==> src/rtl/arb_fixed_prio.sv <==
// Four-requester fixed-priority grant responder: grant rises GNT_DELAY cycles after the request pulse and lasts GNT_WIDTH cycles.
// No backpressure to requesters: pulses arriving while busy are queued in pend and replayed in priority order.
module arb_fixed_prio #(
  parameter int GNT_DELAY = 3,
  parameter int GNT_WIDTH = 1
) (
  input  logic       clock,
  input  logic       rst,
  input  logic       req1,
  input  logic       req2,
  input  logic       req3,
  input  logic       req4,
  output logic       gnt1,
  output logic       gnt2,
  output logic       gnt3,
  output logic       gnt4,
  output logic       busy,
  output logic [3:0] pend
);

  if (GNT_DELAY < 3 || GNT_DELAY > 7) begin : g_bad_delay
    $error("arb_fixed_prio: GNT_DELAY must be in 3..7");
  end
  if (GNT_WIDTH < 1 || GNT_WIDTH > 2) begin : g_bad_width
    $error("arb_fixed_prio: GNT_WIDTH must be in 1..2");
  end

  localparam logic [2:0] DELAY_LOAD = 3'(GNT_DELAY - 1);
  localparam logic [2:0] WIDTH_LOAD = 3'(GNT_WIDTH - 1);

  typedef enum logic [1:0] {
    IDLE  = 2'd0,
    WAIT  = 2'd1,
    GRANT = 2'd2
  } state_t;

  state_t     state, state_nxt;
  logic [1:0] sel, sel_nxt;
  logic [2:0] cnt, cnt_nxt;
  logic [3:0] pend_nxt;
  logic [3:0] gnt, gnt_nxt;
  logic       busy_nxt;
  logic [3:0] req_vec;
  logic [3:0] req_all;
  logic [1:0] req_low;

  assign req_vec = {req4, req3, req2, req1};
  assign req_all = req_vec | pend;

  // Lowest set index wins: req1 is the highest priority.
  always_comb begin
    req_low = 2'd0;
    if (req_all[0])      req_low = 2'd0;
    else if (req_all[1]) req_low = 2'd1;
    else if (req_all[2]) req_low = 2'd2;
    else if (req_all[3]) req_low = 2'd3;
  end

  always_comb begin
    state_nxt = state;
    sel_nxt   = sel;
    cnt_nxt   = cnt;
    pend_nxt  = pend;
    gnt_nxt   = gnt;
    unique case (state)
      IDLE: begin
        if (req_all != 4'd0) begin
          sel_nxt   = req_low;
          pend_nxt  = req_all & ~(4'b0001 << req_low);
          cnt_nxt   = DELAY_LOAD;
          state_nxt = WAIT;
        end
      end
      WAIT: begin
        pend_nxt = pend | req_vec;
        if (cnt != 3'd0) begin
          cnt_nxt = cnt - 3'd1;
        end else begin
          gnt_nxt   = 4'b0001 << sel;
          cnt_nxt   = WIDTH_LOAD;
          state_nxt = GRANT;
        end
      end
      GRANT: begin
        pend_nxt = pend | req_vec;
        if (cnt != 3'd0) begin
          cnt_nxt = cnt - 3'd1;
        end else begin
          gnt_nxt   = 4'd0;
          state_nxt = IDLE;
        end
      end
      default: begin
        gnt_nxt   = 4'd0;
        state_nxt = IDLE;
      end
    endcase
  end

  // busy is registered from the next state so it tracks WAIT/GRANT exactly.
  assign busy_nxt = (state_nxt != IDLE);

  always_ff @(posedge clock) begin
    if (rst) begin
      state <= IDLE;
      sel   <= 2'd0;
      cnt   <= 3'd0;
      pend  <= 4'd0;
      gnt   <= 4'd0;
      busy  <= 1'b0;
    end else begin
      state <= state_nxt;
      sel   <= sel_nxt;
      cnt   <= cnt_nxt;
      pend  <= pend_nxt;
      gnt   <= gnt_nxt;
      busy  <= busy_nxt;
    end
  end

  assign gnt1 = gnt[0];
  assign gnt2 = gnt[1];
  assign gnt3 = gnt[2];
  assign gnt4 = gnt[3];

  a_gnt_onehot : assert property (@(posedge clock) disable iff (rst) $onehot0(gnt));
  a_busy_state : assert property (@(posedge clock) disable iff (rst) busy == (state != IDLE));

endmodule

==> config.mk <==
export PLATFORM = sky130hd
export DESIGN_NAME = arb_fixed_prio
export DESIGN_NICKNAME = d
export VERILOG_FILES = /design/src/rtl/arb_fixed_prio.sv
export SDC_FILE = /design/constraint.sdc
export NUM_CORES = 1
export LEC_CHECK = 0
export CORE_MARGIN = 2
export CORE_UTILIZATION = 55
export DETAILED_ROUTE_END_ITERATION = 7
export DONT_BUFFER_PORTS = 1
export GPL_TIMING_DRIVEN = 1
export PLACE_DENSITY = 0.7
export RECOVER_POWER = 50
export SLEW_MARGIN = 10
export SYNTH_ARGS = -nofsm -noshare
export SYNTH_HDL_FRONTEND = slang
export SYNTH_SLANG_ARGS = --single-unit
export TNS_END_PERCENT = 5
==> constraint.sdc <==
create_clock -name clock -period 4.8 [get_ports clock]
set_input_delay 0.72 -clock clock [delete_from_list [all_inputs] [get_ports clock]]
set_output_delay 0.72 -clock clock [all_outputs]
set_load 0.01 [all_outputs]
### Yosys cells after proc, flatten, opt, wreduce, memory -nomap -nowiden

Cells that the tools add are included.

| cells by class | value |
|---|---|
| add/subtract/negate cells | 1 |
| equal/unequal tests | 6 |
| shifts and indexed selects | 2 |
| mux-type cells | 17 |
| bitwise logic cells | 4 |
| reduce and logical (&&, ||, !) cells | 11 |

Operators with widths:

| kind | count |
|---|---|
| $mux 2 | 7 |
| $mux 4 | 3 |
| $pmux 4 s3 | 1 |
| $mux 3 | 3 |
| $pmux 3 s3 | 1 |
| $ne 2x2->1 const B | 4 |
| $pmux 4 s2 | 1 |
| $shl 1x2->4 const A | 2 |
| $pmux 2 s3 | 1 |
| $reduce_and 3->1 | 2 |
| $reduce_bool 3->1 | 2 |
| $and 4x4->4 | 1 |
| $not 4->4 | 1 |
| $or 4x4->4 | 1 |
| $reduce_and 2->1 | 2 |
| $reduce_bool 2->1 | 2 |
| $reduce_bool 4->1 | 1 |
| $sub 3x1->3 const B | 1 |
| $eq 2x1->1 const B | 1 |
| $eq 2x2->1 const B | 1 |
| $logic_not 2->1 | 1 |
| $reduce_or 2->1 | 1 |
| $not 1->1 | 1 |

| word-level totals | value |
|---|---|
| register bits | 16 |
| input port bits | 6 |
| output and inout bits | 9 |
| logic and storage cells | 47 |

### Longest topological paths before layout

| logic depth | value |
|---|---|
| word-level depth | 10 |
| gate-level depth with buffers | 6 |
| gate-level depth less buffers | 6 |

### Worst setup path after synthesis

OpenSTA, ideal clock, no wires.

| timing | value |
|---|---|
| path type | input -> register |
| start point | in req2 |
| end point | reg busy |
| setup time | 120 ps |
| arrival | 1712 ps |
| data required time | 4680 ps |
| slack | 2968 ps |
| stages | 4 |
| buffers on the path | 0 |
| cells stage by stage | or4_4 -> o21ai_4 -> a2111oi_2 -> or2_1 |

| on the way | value |
|---|---|
| word-level cells in the longest chain between the ends | 5 |

RTL lines:

| item | line | RTL |
|---|---|---|
| start, declared | 10 | `input logic req2,` |
| $or 4x4->4 | 48 | `assign req_all = req_vec \| pend;` |
| $reduce_bool 4->1 | 67 | `if (req_all != 4'd0) begin` |
| $mux 2 | 67 |  |
| $pmux 2 s3 | 65 | `unique case (state)` |
| $reduce_bool 2->1 | 101 | `assign busy_nxt = (state_nxt != IDLE);` |
| end signal, assigned | 117 | `busy <= busy_nxt;` |
| end, declared | 17 | `output logic busy,` |

No other way between the ends.
A chain may end at the register's enable or synchronous reset.

### Final worst setup path

| timing | value |
|---|---|
| start point | reg state[0] |
| end point | reg cnt[1] |

| on the way | value |
|---|---|
| word-level cells in the longest chain between the ends | 3 |
| elaborated cells on any way between the ends | 8 |
| classes of those cells | eq/ne: 4; mux: 1; reduce/logical: 3 |

RTL lines:

| item | line | RTL |
|---|---|---|
| start, declared | 37 | `state_t state, state_nxt;` |
| start signal, assigned | 112 | `state <= state_nxt;` |
| $eq 2x2->1, or another cell as far along | 65 |  |
| $ne 2x2->1 (no line) / $reduce_bool 3->1 (equally long branches) | -- |  |
| $reduce_and 3->1 (no line) | -- |  |
| end signal, assigned | 114 | `cnt <= cnt_nxt;` |
| end, declared | 39 | `logic [2:0] cnt, cnt_nxt;` |

Parallel ways exist; a longest one is shown, timed or not.

==> flow_summary.html <==
<table>
<tr><th>Metric</th><th>Value</th></tr>
<tr><th colspan="2">Yosys</th></tr>
<tr><td>Count of state elements after synthesis</td><td>16</td></tr>
<tr><td>Library cells used by synthesis</td><td>32</td></tr>
<tr><td>Net Count, Synth</td><td>104</td></tr>
<tr><td>Number of enable-type register cells in the synthesized netlist</td><td>0</td></tr>
<tr><td>Cell area after technology mapping</td><td>880 sq um</td></tr>
<tr><td>Largest area contributor in the netlist</td><td>sky130_fd_sc_hd__dfxtp_1</td></tr>
<tr><td>Fraction of registers with async set or reset after synthesis</td><td>0</td></tr>
<tr><td>Synth warnings</td><td>0</td></tr>
<tr><td>Average cell area after synthesis</td><td>9.56 sq um</td></tr>
<tr><td>Most frequent cell after synthesis</td><td>sky130_fd_sc_hd__dfxtp_1</td></tr>
<tr><td>Portion of synthesized cell area occupied by the leading cell type</td><td>0.364</td></tr>
<tr><td>Gate count after technology mapping</td><td>92</td></tr>
<tr><td>Synth Flop Type</td><td>sky130_fd_sc_hd__dfxtp_1</td></tr>
<tr><td>Top cells by count, synth</td><td>sky130_fd_sc_hd__dfxtp_1, sky130_fd_sc_hd__a21oi_1, sky130_fd_sc_hd__inv_1, sky130_fd_sc_hd__ha_1</td></tr>
<tr><td>Sequential element share of the synthesized area</td><td>0.364</td></tr>
<tr><td>Dominant cells by area after synthesis</td><td>sky130_fd_sc_hd__dfxtp_1, sky130_fd_sc_hd__ha_1, sky130_fd_sc_hd__a21oi_1</td></tr>
<tr><th colspan="2">Timing</th></tr>
<tr><td>Measured slew at the worst slew-check pin</td><td>452 ps</td></tr>
<tr><td>Period Utilization, post-route</td><td>0.365</td></tr>
<tr><td>Final sum of negative setup slack</td><td>0 ps</td></tr>
<tr><td>Setup violation total in the final timing report</td><td>0</td></tr>
<tr><td>Setup repair after global routing missed its margin</td><td>no</td></tr>
<tr><td>Fin crit period</td><td>around 1800 ps</td></tr>
<tr><td>Count of pins over their slew limit</td><td>0</td></tr>
<tr><td>Worst-case clock skew</td><td>6.92 ps</td></tr>
<tr><td>Final hold violation count</td><td>0</td></tr>
<tr><td>Maximum achievable frequency</td><td>570 MHz</td></tr>
<tr><td>Remaining max-slew budget at the tightest pin</td><td>0.698</td></tr>
<tr><th colspan="2">Global routing</th></tr>
<tr><td>Met2 capacity usage during global routing</td><td>0.332</td></tr>
<tr><td>Met1 GRT Util</td><td>0.261</td></tr>
<tr><td>Wire length of the first global-routing pass</td><td>2920 um</td></tr>
<tr><td>Antenna violations before repair</td><td>0</td></tr>
<tr><td>Global route hottest layer</td><td>met2</td></tr>
<tr><td>Met3 usage in global routing</td><td>0.0458</td></tr>
<tr><td>Pin count of the biggest net entering global routing</td><td>17</td></tr>
<tr><td>Total overflow reported by the global router</td><td>0</td></tr>
<tr><td>GRT Overall Usage</td><td>0.206</td></tr>
<tr><td>Vias in the first global route</td><td>648</td></tr>
<tr><th colspan="2">Layout</th></tr>
<tr><td>Area overhead of the layout relative to synthesis</td><td>3.70%</td></tr>
<tr><td>Multi-input combinational cell area</td><td>505 sq um</td></tr>
<tr><td>Share of layout cells above drive strength 1</td><td>0.128</td></tr>
<tr><td>Final cell utilization of the core</td><td>0.605</td></tr>
<tr><td>Net count of the finished layout</td><td>107</td></tr>
<tr><td>Register cell area after layout</td><td>about 320 sq um</td></tr>
<tr><td>Filler cells</td><td>between 100 and 150</td></tr>
<tr><td># diodes</td><td>0</td></tr>
<tr><th colspan="2">Setup path</th></tr>
<tr><td>Crit path required time</td><td>approximately 5000 ps</td></tr>
<tr><td>Cell-by-cell trace of the critical path</td><td>inv_1, ha_1, and3b_1, a311o_1, a211oi_1, a211oi_1</td></tr>
<tr><td>Kind of cell adding the most delay to the critical path</td><td>compound AO/OA/AOI/OAI gates</td></tr>
<tr><td>Critical Path Most Common Cell</td><td>sky130_fd_sc_hd__a211oi_1</td></tr>
<tr><td>Worst Path Buf+Inv</td><td>1</td></tr>
<tr><td>Largest stage delay on the critical path</td><td>about 380 ps</td></tr>
<tr><td>Worst-path cell with the longest stage delay</td><td>sky130_fd_sc_hd__dfxtp_1</td></tr>
<tr><td>Type of the worst setup path</td><td>reg -&gt; reg</td></tr>
<tr><td>Startpoint type of the worst setup path</td><td>flop</td></tr>
<tr><td>Max FO, Critical Path</td><td>4</td></tr>
<tr><td>Endpoint class of the critical path</td><td>flop</td></tr>
<tr><td>Data arrival time of the critical path</td><td>1940 ps</td></tr>
<tr><th colspan="2">Detailed routing</th></tr>
<tr><td>Initial DRC count</td><td>10</td></tr>
<tr><td>Final ANT Viol Nets</td><td>0</td></tr>
<tr><td>Total Routed Length</td><td>1710 um</td></tr>
<tr><td>Wirelength per Cell</td><td>15.5 um</td></tr>
<tr><td>Vias</td><td>689</td></tr>
<tr><td>Detailed-route DRC error count</td><td>0</td></tr>
<tr><td>Vias per std cell</td><td>~6.3</td></tr>
<tr><td>Pre-Repair DR Iteration Count</td><td>4</td></tr>
<tr><th colspan="2">Pwr</th></tr>
<tr><td>Fraction of power spent switching nets</td><td>0.420</td></tr>
<tr><td>Sw Pwr</td><td>0.222 mW</td></tr>
<tr><td>Worst supply voltage drop on vdd</td><td>0.250 mV</td></tr>
<tr><td>Clock power share</td><td>0.176</td></tr>
<tr><td>Cell-internal power</td><td>0.307 mW</td></tr>
<tr><td>Logic gate share of total power</td><td>0.436</td></tr>
<tr><td>Part of the power in registers</td><td>0.388</td></tr>
<tr><td>Leakage dissipation</td><td>0.328 nW</td></tr>
<tr><td>Total power divided by cell area</td><td>580 nW/um^2</td></tr>
<tr><th colspan="2">Die</th></tr>
<tr><td>DIE HEIGHT</td><td>44.0 um</td></tr>
<tr><td>Number of cell rows</td><td>14</td></tr>
<tr><td>Die width</td><td>44.0 um</td></tr>
<tr><td>Core Footprint</td><td>between 1500 and 2000 sq um</td></tr>
<tr><td>Num ports</td><td>15</td></tr>
<tr><td>Area of the die</td><td>1940 sq um</td></tr>
<tr><td>Starting Density</td><td>0.584</td></tr>
<tr><th colspan="2">Clock network</th></tr>
<tr><td>Sink count of the clock tree</td><td>16</td></tr>
<tr><td>Maximum root-to-sink buffer count</td><td>2</td></tr>
<tr><td>Number of clock buffers inserted by TritonCTS</td><td>3</td></tr>
<tr><td>Hold-fix buffers, CTS</td><td>0</td></tr>
<tr><td>Clock Pin Slew Worst Setup and Hold Paths</td><td>110 ps</td></tr>
<tr><td>Root Driver</td><td>sky130_fd_sc_hd__clkbuf_4</td></tr>
<tr><td>Worst-Skew Late Latency</td><td>slightly below 300 ps</td></tr>
<tr><td>Count of instances resized after the clock tree is built</td><td>0</td></tr>
<tr><td>Postcts setup bufs</td><td>0</td></tr>
<tr><td>H-tree Lvls</td><td>1</td></tr>
<tr><td>Clock tree from TritonCTS</td><td>built</td></tr>
<tr><th colspan="2">Job</th></tr>
<tr><td># Max-Cap Violations</td><td>0</td></tr>
<tr><th colspan="2">Place</th></tr>
<tr><td>Post-DP HPWL</td><td>roughly 1200 um</td></tr>
<tr><td>Routability Congestion</td><td>~0.8</td></tr>
<tr><td>Count of port buffers added during placement</td><td>0</td></tr>
<tr><th colspan="2">Worst hold path</th></tr>
<tr><td>Worst Hold Class</td><td>reg -&gt; reg</td></tr>
<tr><th colspan="2">Outcome</th></tr>
<tr><td>Outcome</td><td>finished, final reports clean</td></tr>
</table>
[tightest hold or removal path, delay by kind of cell (launching register included)]
| kind | cells | cell delay, ps |
|---|---|---|
| DFF | 1 | 330 |
| and+or+nand+nor | 1 | 50 |
| AOI/OAI and AO/OA | 1 | 50 |
[stage by stage]
step	setup slack (ps)	std cells	hold slack, ps	power, mW	area (sq um)
floorplan	2970	92	432	0.408	880
global placement	2940	106	434	0.441	885
detailed placement	2920	106	441	0.445	885
CTS	3040	110	456	0.537	921
global route	2950	110	466	0.571	912
finish	3050	110	460	0.529	912
[path summary, 6_finish.rpt]
check / startpoint / endpoint / slack, ps / cells after the start
worst min-delay path: cnt[0] / cnt[0] / 460 / 2
worst max-delay path: state[0] / cnt[1] / 3050 / 6
worst min register to register: cnt[0] / cnt[0] / 460 / 2
worst max register to register: state[0] / cnt[1] / 3050 / 6
[layout make-up]
class                   instances  share of cell area
clock buffers                   4              0.0398
well taps                      16              0.0219
flip-flops and latches         16               0.351
multi-input cells              66               0.554
inverters                       8              0.0329
[per-layer routing]
metal  wire [um]  part of all wire  vias to the layer above
li1            -                 -                      351
met1         815              0.48                      312
met2         802              0.47                       22
met3          70             0.041                        4
met4          18             0.011                        0
met5           0                 0                        -
[layout by cell type (no fill, tap or decap), types with 4 or more instances in the layout]
cell,count
sky130_fd_sc_hd__dfxtp_1,16
sky130_fd_sc_hd__ha_1,6
sky130_fd_sc_hd__nand2b_1,4
sky130_fd_sc_hd__inv_1,8
sky130_fd_sc_hd__nor3_1,5
sky130_fd_sc_hd__a21oi_1,9
sky130_fd_sc_hd__nor2_1,5
[power groups by stage]
stage,logic [mW],registers (mW),clock network [mW]
final,0.231,0.205,0.0930
after global routing,0.261,0.210,0.100
after CTS,0.237,0.206,0.0939
after detailed placement,0.236,0.209,0
after global placement,0.234,0.207,0
after floorplan,0.209,0.199,0
[registers in the layout, summed over array words and instances (netlist names)]
register,count
gnt,4
pend,4
cnt,3
sel,2
state,2
busy,1
[kinds of logic (layout without fill, tap and decap cells)]
group,Yosys count,count (layout),share of synthesized area
multiplexers,1,1,0.0114
AND/OR/NAND/NOR,31,31,0.228
flip-flops,16,16,0.364
adder cells (fa/ha/maj),6,6,0.0853
buffers and inverters,10,12,0.0512
AO/OA/AOI/OAI,28,28,0.260
Note: power is estimated with default switching activity, not from simulation.
